<file path="config.mk">
export PLATFORM = sky130hd
export DESIGN_NAME = sprite_dma_ctrl
export DESIGN_NICKNAME = d
export VERILOG_FILES = /design/src/rtl/nes_dma_pkg.sv /design/src/rtl/dma_cycle_parity.sv /design/src/rtl/sprite_dma_ctrl.sv
export SDC_FILE = /design/constraint.sdc
export NUM_CORES = 1
export LEC_CHECK = 0
export CAP_MARGIN = 10
export CORE_MARGIN = 2
export CORE_UTILIZATION = 40
export CTS_CLUSTER_DIAMETER = 150
export DETAILED_ROUTE_END_ITERATION = 10
export PLACE_DENSITY = 0.72
export SYNTH_ARGS = -nofsm -noshare
export SYNTH_HDL_FRONTEND = slang
export SYNTH_HIERARCHICAL = 1
export SYNTH_SLANG_ARGS = --single-unit
</file>
<file path="constraint.sdc">
create_clock -name CLK -period 3.5 [get_ports CLK]
set_input_delay 0.7 -clock CLK [delete_from_list [all_inputs] [get_ports CLK]]
set_output_delay 0.7 -clock CLK [all_outputs]
set_load 0.02 [all_outputs]
</file>
<file path="src/rtl/nes_dma_pkg.sv">
// Shared definitions for the NES DMA engines (sprite OAM DMA now, DMC later).
package nes_dma_pkg;

  typedef enum logic [2:0] {
    IDLE  = 3'd0,
    HALT  = 3'd1,
    ALIGN = 3'd2,
    GET   = 3'd3,
    PUT   = 3'd4
  } dma_state_t;

  localparam logic [15:0] OAMDATA_ADDR = 16'h2004;
  localparam logic [15:0] OAMDMA_ADDR  = 16'h4014;

  // Source address of a get cycle: page selects the 256-byte block, idx the byte.
  function automatic logic [15:0] dma_get_addr(input logic [7:0] page, input logic [7:0] idx);
    return {page, idx};
  endfunction

endpackage

</file>
<file path="src/rtl/dma_cycle_parity.sv">
// Free-running get/put slot parity: 0 = get slot, 1 = put slot; cleared by sync reset.
module dma_cycle_parity (
  input  logic clk_i,
  input  logic rst_i,
  output logic parity_o
);

  logic parity_q;

  // Toggle every CPU cycle; reset starts on a get slot.
  always_ff @(posedge clk_i) begin
    if (rst_i) begin
      parity_q <= 1'b0;
    end else begin
      parity_q <= ~parity_q;
    end
  end

  assign parity_o = parity_q;

endmodule

</file>
<file path="src/rtl/sprite_dma_ctrl.sv">
// Sprite OAM DMA: halts the CPU via RDY, then copies page P*256..P*256+255 to OAMDATA.
// Optional feature macro: SPRITE_DMA_ABORT_EN (adds the ABORT input).
module sprite_dma_ctrl
  import nes_dma_pkg::*;
#(
  parameter logic [15:0] REG_ADDR = OAMDMA_ADDR,
  parameter logic [15:0] DST_ADDR = OAMDATA_ADDR
) (
  input  logic        CLK,
  input  logic        RES,
  input  logic [15:0] CPU_ADDR,
  input  logic        CPU_WR,
  input  logic [7:0]  CPU_DOUT,
  input  logic [7:0]  DB_IN,
`ifdef SPRITE_DMA_ABORT_EN
  input  logic        ABORT,
`endif
  output logic        RDY,
  output logic        DMA_ACTIVE,
  output logic [15:0] DMA_ADDR,
  output logic        DMA_RD,
  output logic        DMA_WR,
  output logic [7:0]  DMA_DOUT,
  output logic        DONE
);

  dma_state_t  state_q, state_d;
  logic [7:0]  page_q, page_d;
  logic [7:0]  idx_q, idx_d;
  logic [7:0]  byte_q, byte_d;
  logic        rdy_q, rdy_d;
  logic        act_q, act_d;
  logic        rd_q, rd_d;
  logic        wr_q, wr_d;
  logic        done_q, done_d;
  logic [15:0] addr_q, addr_d;
  logic        parity_s;
  logic        abort_s;

`ifdef SPRITE_DMA_ABORT_EN
  assign abort_s = ABORT;
`else
  assign abort_s = 1'b0;
`endif

  dma_cycle_parity u_parity (
    .clk_i    (CLK),
    .rst_i    (RES),
    .parity_o (parity_s)
  );

  // Next-state logic; outputs are decoded from the next state so they register with it.
  always_comb begin
    state_d = state_q;
    page_d  = page_q;
    idx_d   = idx_q;
    byte_d  = byte_q;
    done_d  = 1'b0;

    case (state_q)
      IDLE: begin
        if (CPU_WR && (CPU_ADDR == REG_ADDR)) begin
          page_d  = CPU_DOUT;
          idx_d   = 8'd0;
          state_d = HALT;
        end else begin
          state_d = IDLE;
        end
      end
      HALT: begin
        // The core ignores RDY on writes; the first read is the halt cycle.
        if (abort_s) begin
          state_d = IDLE;
        end else if (!CPU_WR) begin
          state_d = parity_s ? GET : ALIGN;
        end else begin
          state_d = HALT;
        end
      end
      ALIGN: begin
        state_d = abort_s ? IDLE : GET;
      end
      GET: begin
        byte_d  = DB_IN;
        state_d = abort_s ? IDLE : PUT;
      end
      PUT: begin
        if (idx_q == 8'hFF) begin
          state_d = IDLE;
          done_d  = ~abort_s;
        end else begin
          idx_d   = idx_q + 8'd1;
          state_d = abort_s ? IDLE : GET;
        end
      end
      default: begin
        state_d = IDLE;
      end
    endcase

    rdy_d  = 1'b1;
    act_d  = 1'b0;
    rd_d   = 1'b0;
    wr_d   = 1'b0;
    addr_d = 16'h0000;
    case (state_d)
      IDLE:  begin rdy_d = 1'b1; end
      HALT:  begin rdy_d = 1'b0; end
      ALIGN: begin rdy_d = 1'b0; act_d = 1'b1; end
      GET: begin
        rdy_d  = 1'b0;
        act_d  = 1'b1;
        rd_d   = 1'b1;
        addr_d = dma_get_addr(page_d, idx_d);
      end
      PUT: begin
        rdy_d  = 1'b0;
        act_d  = 1'b1;
        wr_d   = 1'b1;
        addr_d = DST_ADDR;
      end
      default: begin rdy_d = 1'b1; end
    endcase
  end

  // State, counters, byte latch and registered outputs.
  always_ff @(posedge CLK) begin
    if (RES) begin
      state_q <= IDLE;
      page_q  <= 8'd0;
      idx_q   <= 8'd0;
      byte_q  <= 8'd0;
      rdy_q   <= 1'b1;
      act_q   <= 1'b0;
      rd_q    <= 1'b0;
      wr_q    <= 1'b0;
      done_q  <= 1'b0;
      addr_q  <= 16'h0000;
    end else begin
      state_q <= state_d;
      page_q  <= page_d;
      idx_q   <= idx_d;
      byte_q  <= byte_d;
      rdy_q   <= rdy_d;
      act_q   <= act_d;
      rd_q    <= rd_d;
      wr_q    <= wr_d;
      done_q  <= done_d;
      addr_q  <= addr_d;
    end
  end

  assign RDY        = rdy_q;
  assign DMA_ACTIVE = act_q;
  assign DMA_ADDR   = addr_q;
  assign DMA_RD     = rd_q;
  assign DMA_WR     = wr_q;
  assign DMA_DOUT   = byte_q;
  assign DONE       = done_q;

endmodule
</file>
==> qor.csv, run 1 <==
metric;value;unit
htreeDepth;2;
syn-cell-area;1830;sq um
mostFrequentLayoutCells;62 x clkdlybuf4s50_1, 49 x dfxtp_1, 37 x nor2_1;
grt_pass1_wl;6520;microns
power;0.930;mW
setup_slack;0.742;ns
start_util;41.8;%
clkTransAtPathRegs;0.08;ns
syn-num-nets;218;
multiInputGateArea;802;sq um
tns;0;ns
ys_warn_count;6;
cts_made_buffers;5;
die-area;5140;sq um
setup_viol;0;
cts_setup_buffers;0;
clkLatencyLatePin;0.30;ns
drt-pass1-iter-count;4;
ant_nets;0;
fp-row-count;24;
hold_buffers;0;
async_reset_ff_share;0;%
num_vias;1505;
hold_depth;1;
vias_per_cell;5.03;
p_leak;0.926;nW
place_congestion;0.870;
post-route-min-period;2.76;ns
worst_pin_slew;0.871;ns
cts_resized;0;
slew_violations;0;
crit_path_start_kind;input pin;
slew_headroom;41.9;%
totalWireLength;3990;microns
status;finished, final reports clean;
holdCritPathClass;register to register;
cts_tree;yes;
finalClockSkew;0.00481;ns
grt_overflow;0;
drcViolationCount;0;
antenna_found_initial;0;
fmax;363;MHz
ios;64;
grt_pass1_vias;1426;
hold_slack;0.418;ns
max_cap_violations;0;
crit_required;3.66;ns
portBuffers;63;
layout-drive-gt1-share;8.91;%
endpoint_kind;register;
synth-seq-cells;49;
diodes;0;
syn_avg_cell_area;10.1;sq um
syn_inst;182;
synth_cell_type_count;42;
clockBufferDepth;2;
grtUsageTotal;16.2;%
dp_hpwl;2790;microns
root_buffer;clkbuf_8;
seq_area_frac_synth;53.5;%
worstPathArrival;2.92;ns
core;4380;sq um
fillers;399;
synth_ff_type;dfxtp_1;
path_max_fanout;13;
dieHeight;71.7;microns
clock_sinks;49;
crit_type;input pin to register;
cellPowerDensity;360;nW/um^2
synth-edff-count;0;
syn2layout_area_growth;41.0;%
peakVddDrop;0.235;mV
final_common_cell;clkdlybuf4s50_1;
finalHoldViolCount;0;
nNetsFinal;282;
die_w;71.7;microns
ff2ff_path_depth;7;
drt_iter0_markers;75;
place_ws;0.420;ns
rsz0062_at_grt;no;
grt_start_max_net_pins;48;
wl_per_cell;13.3;microns
seq_area;981;sq um
fin_crit_sh;78.8;%
==> cell usage after synthesis, types with 2 or more instances <==
cell type / instances / share of area, %
buf_1: 2 / 0.41
nor2b_1: 2 / 0.68
mux2i_1: 18 / 9.8
nand3_1: 4 / 1.1
o21a_1: 3 / 1.2
nor4b_1: 2 / 0.96
dfxtp_1: 49 / 54
a31oi_1: 3 / 1.0
nor3_2: 6 / 3.3
nand4_1: 5 / 1.7
a21oi_1: 2 / 0.55
nor4_1: 2 / 0.68
clkbuf_1: 4 / 0.82
nand2b_1: 2 / 0.68
nor2_1: 37 / 7.6
nor3_1: 9 / 2.5
inv_1: 3 / 0.61
o21ai_0: 2 / 0.55
nand2_1: 4 / 0.82
==> metrics by stage <==
step | util (%) | area (sq um) | instances
2_1_floorplan | - | 1830 | 182
3_5_place_dp | 57.0 | 2500 | 291
3_3_place_gp | 57.0 | 2500 | 291
6_report | 58.9 | 2580 | 299
5_1_grt | 58.9 | 2580 | 299
4_1_cts | 58.9 | 2580 | 299
==> state kept, by name (all words and copies together) (netlist names), 3 cells and up <==
| register | cells |
|---|---|
| state_q | 3 |
| DMA_ADDR | 16 |
| page_q | 8 |
| idx_q | 8 |
| DMA_DOUT | 8 |
==> critical path, cell delays in order <==
cell,delay (ns)
clkdlybuf4s50_1,0.41
or4b_4,0.55
or4_4,0.45
nor4_4,0.13
buf_4,0.27
mux2i_1,0.28
o31ai_1,0.10
==> path summary, 6_finish.rpt <==
path                           from                end  slack (ns)
setup / recovery        CPU_ADDR[8]       DMA_ADDR[13]        0.74
hold / removal    u_parity/parity_o  u_parity/parity_o        0.42
setup reg to reg           idx_q[1]        DMA_ADDR[6]        0.85
hold reg to reg   u_parity/parity_o  u_parity/parity_o        0.42
==> kinds of logic after synthesis <==
kind of cell / Yosys count / synth area share, %
fa+ha+maj: 1 / 0.682
xor+xnor: 2 / 0.956
buf+inv: 11 / 2.73
flops: 49 / 53.5
simple gates: 82 / 25.2
compound gates: 19 / 7.10
mux: 18 / 9.83
==> layer usage <==
metal	wire [microns]	up-vias	GRT usage, %
li1	-	769	-
met2	1940	41	25.5
met1	1730	689	20.6
met3	283	6	6.33
met4	32	0	5.03
met5	0	-	0
==> where the power goes <==
part,switching (mW),total [mW],internal (mW)
Clock,0.180,0.321,0.142
Sequential,0.000375,0.558,0.558
Combinational,0.0157,0.0506,0.0349
Total,0.196,0.930,0.734
==> area by class of cell <==
cell class	instances	share of cell area, %
flip-flops and latches	49	38.0
repair buffers	65	24.8
clock inverters	1	0.291
inverters	3	0.436
clock buffers	7	2.95
well taps	52	2.52
multi-input cells	122	31.0
Power figures use the tool's default switching activity.
==> run 2, diff against run 1 <==
Clock period 3.5 ns to 2.6 ns, I/O delays scaled along.
==> run 2 against run 1 <==
- design area grew 2.6%
- critical path type unchanged
- critical endpoint is now page_q[2]
- sequential power increased by 35%
- power rose by 31%
- global-route usage down 0.20 points
- largest cell class unchanged
- register-to-register slack worse by 0.42 ns
- cell count up 2.0%
- sequential cell count unchanged
- via count down 0.20%
==> qor.csv, run 2 (same netlist as run 1, synthesis figures left out) <==
metric;value;unit
cellPowerDensity;460;nW/um^2
wl_per_cell;12.2;microns
htreeDepth;2;
cts_tree;yes;
finalHoldViolCount;0;
drcViolationCount;0;
grtUsageTotal;16.0;%
crit_buf_inv;2;
p_leak;0.969;nW
slowest_stage;or4b_4;
diodes;0;
die_w;71.7;microns
use_met1;20.4;%
layout-drive-gt1-share;12.3;%
dieHeight;71.7;microns
holdCritPathClass;register to register;
fp-row-count;24;
portBuffers;63;
setup_viol;0;
worst_pin_slew;0.828;ns
root_buffer;clkbuf_8;
grt_use_met2;25.0;%
peakVddDrop;0.277;mV
hold_buffers;0;
path_max_fanout;10;
cp_top_family;simple AND/OR/NAND/NOR gates;
antenna_found_initial;0;
nNetsFinal;290;
ant_nets;0;
place_congestion;0.904;
fmax;394;MHz
crit_type;input pin to register;
dp_hpwl;2720;microns
rsz0062_at_grt;no;
gr-usage-met3;6.61;%
path_cells;clkdlybuf4s50_1 -> or4b_4 -> or4_4 -> nor4_4 -> buf_12 -> mux2i_1 -> nor2_1;
dp.cells;299;
post-route-min-period;2.54;ns
ios;64;
grt_overflow;0;
vias_per_cell;4.92;
reg2reg_setup_slack;0.43;ns
core;4380;sq um
max_cap_violations;0;
num_vias;1502;
final_common_cell;clkdlybuf4s50_1;
mostFrequentLayoutCells;62 x clkdlybuf4s50_1, 49 x dfxtp_1, 37 x nor2_1;
status;finished, final reports clean;
totalWireLength;3730;microns
endpoint_kind;register;
clkLatencyLatePin;0.29;ns
tns;0;ns
finalClockSkew;0.00240;ns
crit_required;2.75;ns
slew_violations;0;
crit_path_start_kind;input pin;
clkTransAtPathRegs;0.08;ns
worstPathArrival;2.69;ns
clockBufferDepth;2;
drt_iter0_markers;115;
start_util;41.8;%
cts_made_buffers;5;
die-area;5140;sq um
grt_pass1_wl;6450;microns
drt-pass1-iter-count;4;
utilization;60.4;%
slowest_delay;0.54;ns
largest_reg_flops;16;
slew_headroom;44.8;%
grt_pass1_vias;1457;
syn2layout_area_growth;44.6;%
fillers;374;
top_usage_layer;met2;
fin_crit_sh;97.7;%
clock_sinks;49;
layout.cells.non_filler;305;
grt_start_max_net_pins;48;
run 2: layer usage:
layer / vias to the layer above / share of wire (%) / wire length (microns)
met5: - / 0 / 0
li1: 786 / - / -
met3: 2 / 6.5 / 244
met1: 675 / 47 / 1740
met4: 0 / 0.54 / 20
met2: 39 / 46 / 1730
run 2: metrics by stage:
step	instance area, sq um	setup WS (ns)	power, mW	hold slack [ns]
after floorplan	1830	0.232	0.784	0.389
after global placement	2570	-0.149	0.838	0.407
after detailed placement	2570	-0.234	0.838	0.417
after CTS	2650	0.0617	1.23	0.427
after global routing	2650	0.00914	1.27	0.456
final	2650	0.0604	1.22	0.422
run 2: repair_timing:
item                                    CTS  global route
gates resized for setup                   0             1
setup buffers                             0             0
endpoints found under the hold margin     0             0
endpoints found under the setup margin    0             1
run 2: final timing paths:
| path | cells after the start | startpoint | end |
|---|---|---|---|
| max | 7 | CPU_ADDR[8] | page_q[2] |
| min reg2reg | 1 | u_parity/parity_o | u_parity/parity_o |
| max reg2reg | 7 | idx_q[0] | DMA_ADDR[0] |
| min | 1 | u_parity/parity_o | u_parity/parity_o |
run 2: cell type report:
type / count / area (sq um) / area share, %
clock inverters: 1 / 5.00 / 0.189
well taps: 52 / 65.1 / 2.46
clock buffers: 5 / 68.8 / 2.60
multi-input cells: 122 / 806 / 30.4
flip-flops and latches: 49 / 981 / 37.0
repair buffers: 73 / 713 / 26.9
inverters: 3 / 11.3 / 0.425
run 2: power by group:
part	switching, mW	internal (mW)	leakage (nW)	total, mW
registers	0.000553	0.751	0.395	0.751
logic	0.0207	0.0479	0.534	0.0685
clock network	0.223	0.177	0.0399	0.401
total	0.245	0.976	0.969	1.22
==> run 3, diff against run 2 <==
Settings changed: PLACE_DENSITY 0.72 to 0.74.
==> run 3 against run 2 <==
- clock skew grew 0.0028 ns
- worst hold slack better by 0.0046 ns
- setup slack better by 0.077 ns
- via count rose by 0.93%
- design area grew 0.47%
- wire length up 1.0%
- count of clock-buffer cells in the layout grew 1
- sequential power about the same
- critical path type unchanged
- highest routed layer unchanged
==> qor.csv, run 3 (same netlist as run 1, synthesis figures left out) <==
metric;value;unit
status;finished, final reports clean;
htreeDepth;2;
die-area;5140;sq um
root_buffer;clkbuf_8;
largest_reg_flops;16;
grt_start_max_net_pins;34;
drt_iter0_markers;96;
clkLatencyLatePin;0.30;ns
cts_setup_buffers;0;
clkTransAtPathRegs;0.08;ns
worst_pin_slew;0.713;ns
slew_violations;0;
syn2layout_area_growth;45.3;%
cts_resized;0;
cellPowerDensity;466;nW/um^2
drt-pass1-iter-count;4;
setup_viol;0;
post-route-min-period;2.46;ns
grtUsageTotal;16.1;%
crit_type;input pin to register;
dp_hpwl;2800;microns
nNetsFinal;291;
wl_per_cell;12.3;microns
antenna_found_initial;0;
ant_nets;0;
slew_headroom;52.3;%
cts_made_buffers;5;
grt_overflow;0;
diodes;0;
crit_path_start_kind;input pin;
fmax;406;MHz
layout-drive-gt1-share;12.5;%
grt_pass1_vias;1447;
utilization;60.7;%
start_util;41.8;%
endpoint_kind;register;
core;4380;sq um
hold_buffers;0;
holdCritPathClass;register to register;
crit_required;2.79;ns
ios;64;
drcViolationCount;0;
clockBufferDepth;2;
place_congestion;0.952;
peakVddDrop;0.332;mV
rsz0062_at_grt;no;
fillers;376;
path_max_fanout;10;
totalWireLength;3770;microns
finalHoldViolCount;0;
vias_per_cell;4.92;
fp-row-count;24;
num_vias;1516;
multiInputGateArea;802;sq um
grt_pass1_wl;6470;microns
tns;0;ns
fin_crit_sh;94.7;%
max_cap_violations;0;
cts_tree;yes;
final_common_cell;clkdlybuf4s50_1;
mostFrequentLayoutCells;62 x clkdlybuf4s50_1, 49 x dfxtp_1, 37 x nor2_1;
dieHeight;71.7;microns
die_w;71.7;microns
finalClockSkew;0.00516;ns
worstPathArrival;2.65;ns
clock_sinks;49;
portBuffers;63;
seq_area;981;sq um
p_leak;0.978;nW
run 3: critical path: stages:
cell	delay [ns]
clkdlybuf4s50_1	0.40
or4b_4	0.54
or4_4	0.45
nor4_4	0.20
buf_12	0.18
mux2i_1	0.28
nor2_1	0.07
run 3: path summary, 6_finish.rpt:
path,from,depth (start not counted),endpoint,slack (ns)
min,u_parity/parity_o,1,u_parity/parity_o,0.43
max reg2reg,idx_q[0],8,DMA_ADDR[0],0.31
min reg2reg,u_parity/parity_o,1,u_parity/parity_o,0.43
max,CPU_ADDR[8],7,page_q[7],0.14
run 3: routing by layer:
| layer | share of wire, % | routed length, microns | vias up | GRT usage (%) |
|---|---|---|---|---|
| met1 | 45 | 1680 | 673 | 20.8 |
| met4 | 1.2 | 46 | 0 | 5.03 |
| met2 | 45 | 1700 | 49 | 24.2 |
| met3 | 9.1 | 343 | 5 | 7.03 |
| li1 | - | - | 789 | - |
| met5 | 0 | 0 | - | 0 |
run 3: power by group:
part           total, mW  switching [mW]  internal [mW]  leakage [nW]
registers          0.751        0.000585          0.751         0.395
clock network      0.420           0.234          0.187        0.0450
logic             0.0698          0.0210         0.0488         0.538
total               1.24           0.255          0.986         0.978
run 3: layout make-up:
type,count,area share [%]
clock buffer,6,2.73
clock inverter,2,0.376
inverter,3,0.423
multi-input combinational,122,30.1
sequential,49,36.8
tap,52,2.44
timing repair buffer,74,27.1
run 3: per-stage QoR:
stage	power [mW]	instance area, sq um	hold slack, ns	setup slack (ns)	cells
after floorplan	0.784	1830	0.389	0.232	182
after global placement	0.839	2580	0.409	-0.122	300
after detailed placement	0.840	2580	0.418	-0.188	300
after CTS	1.25	2660	0.430	0.135	308
after global routing	1.30	2660	0.465	0.0107	308
final	1.24	2660	0.426	0.138	308
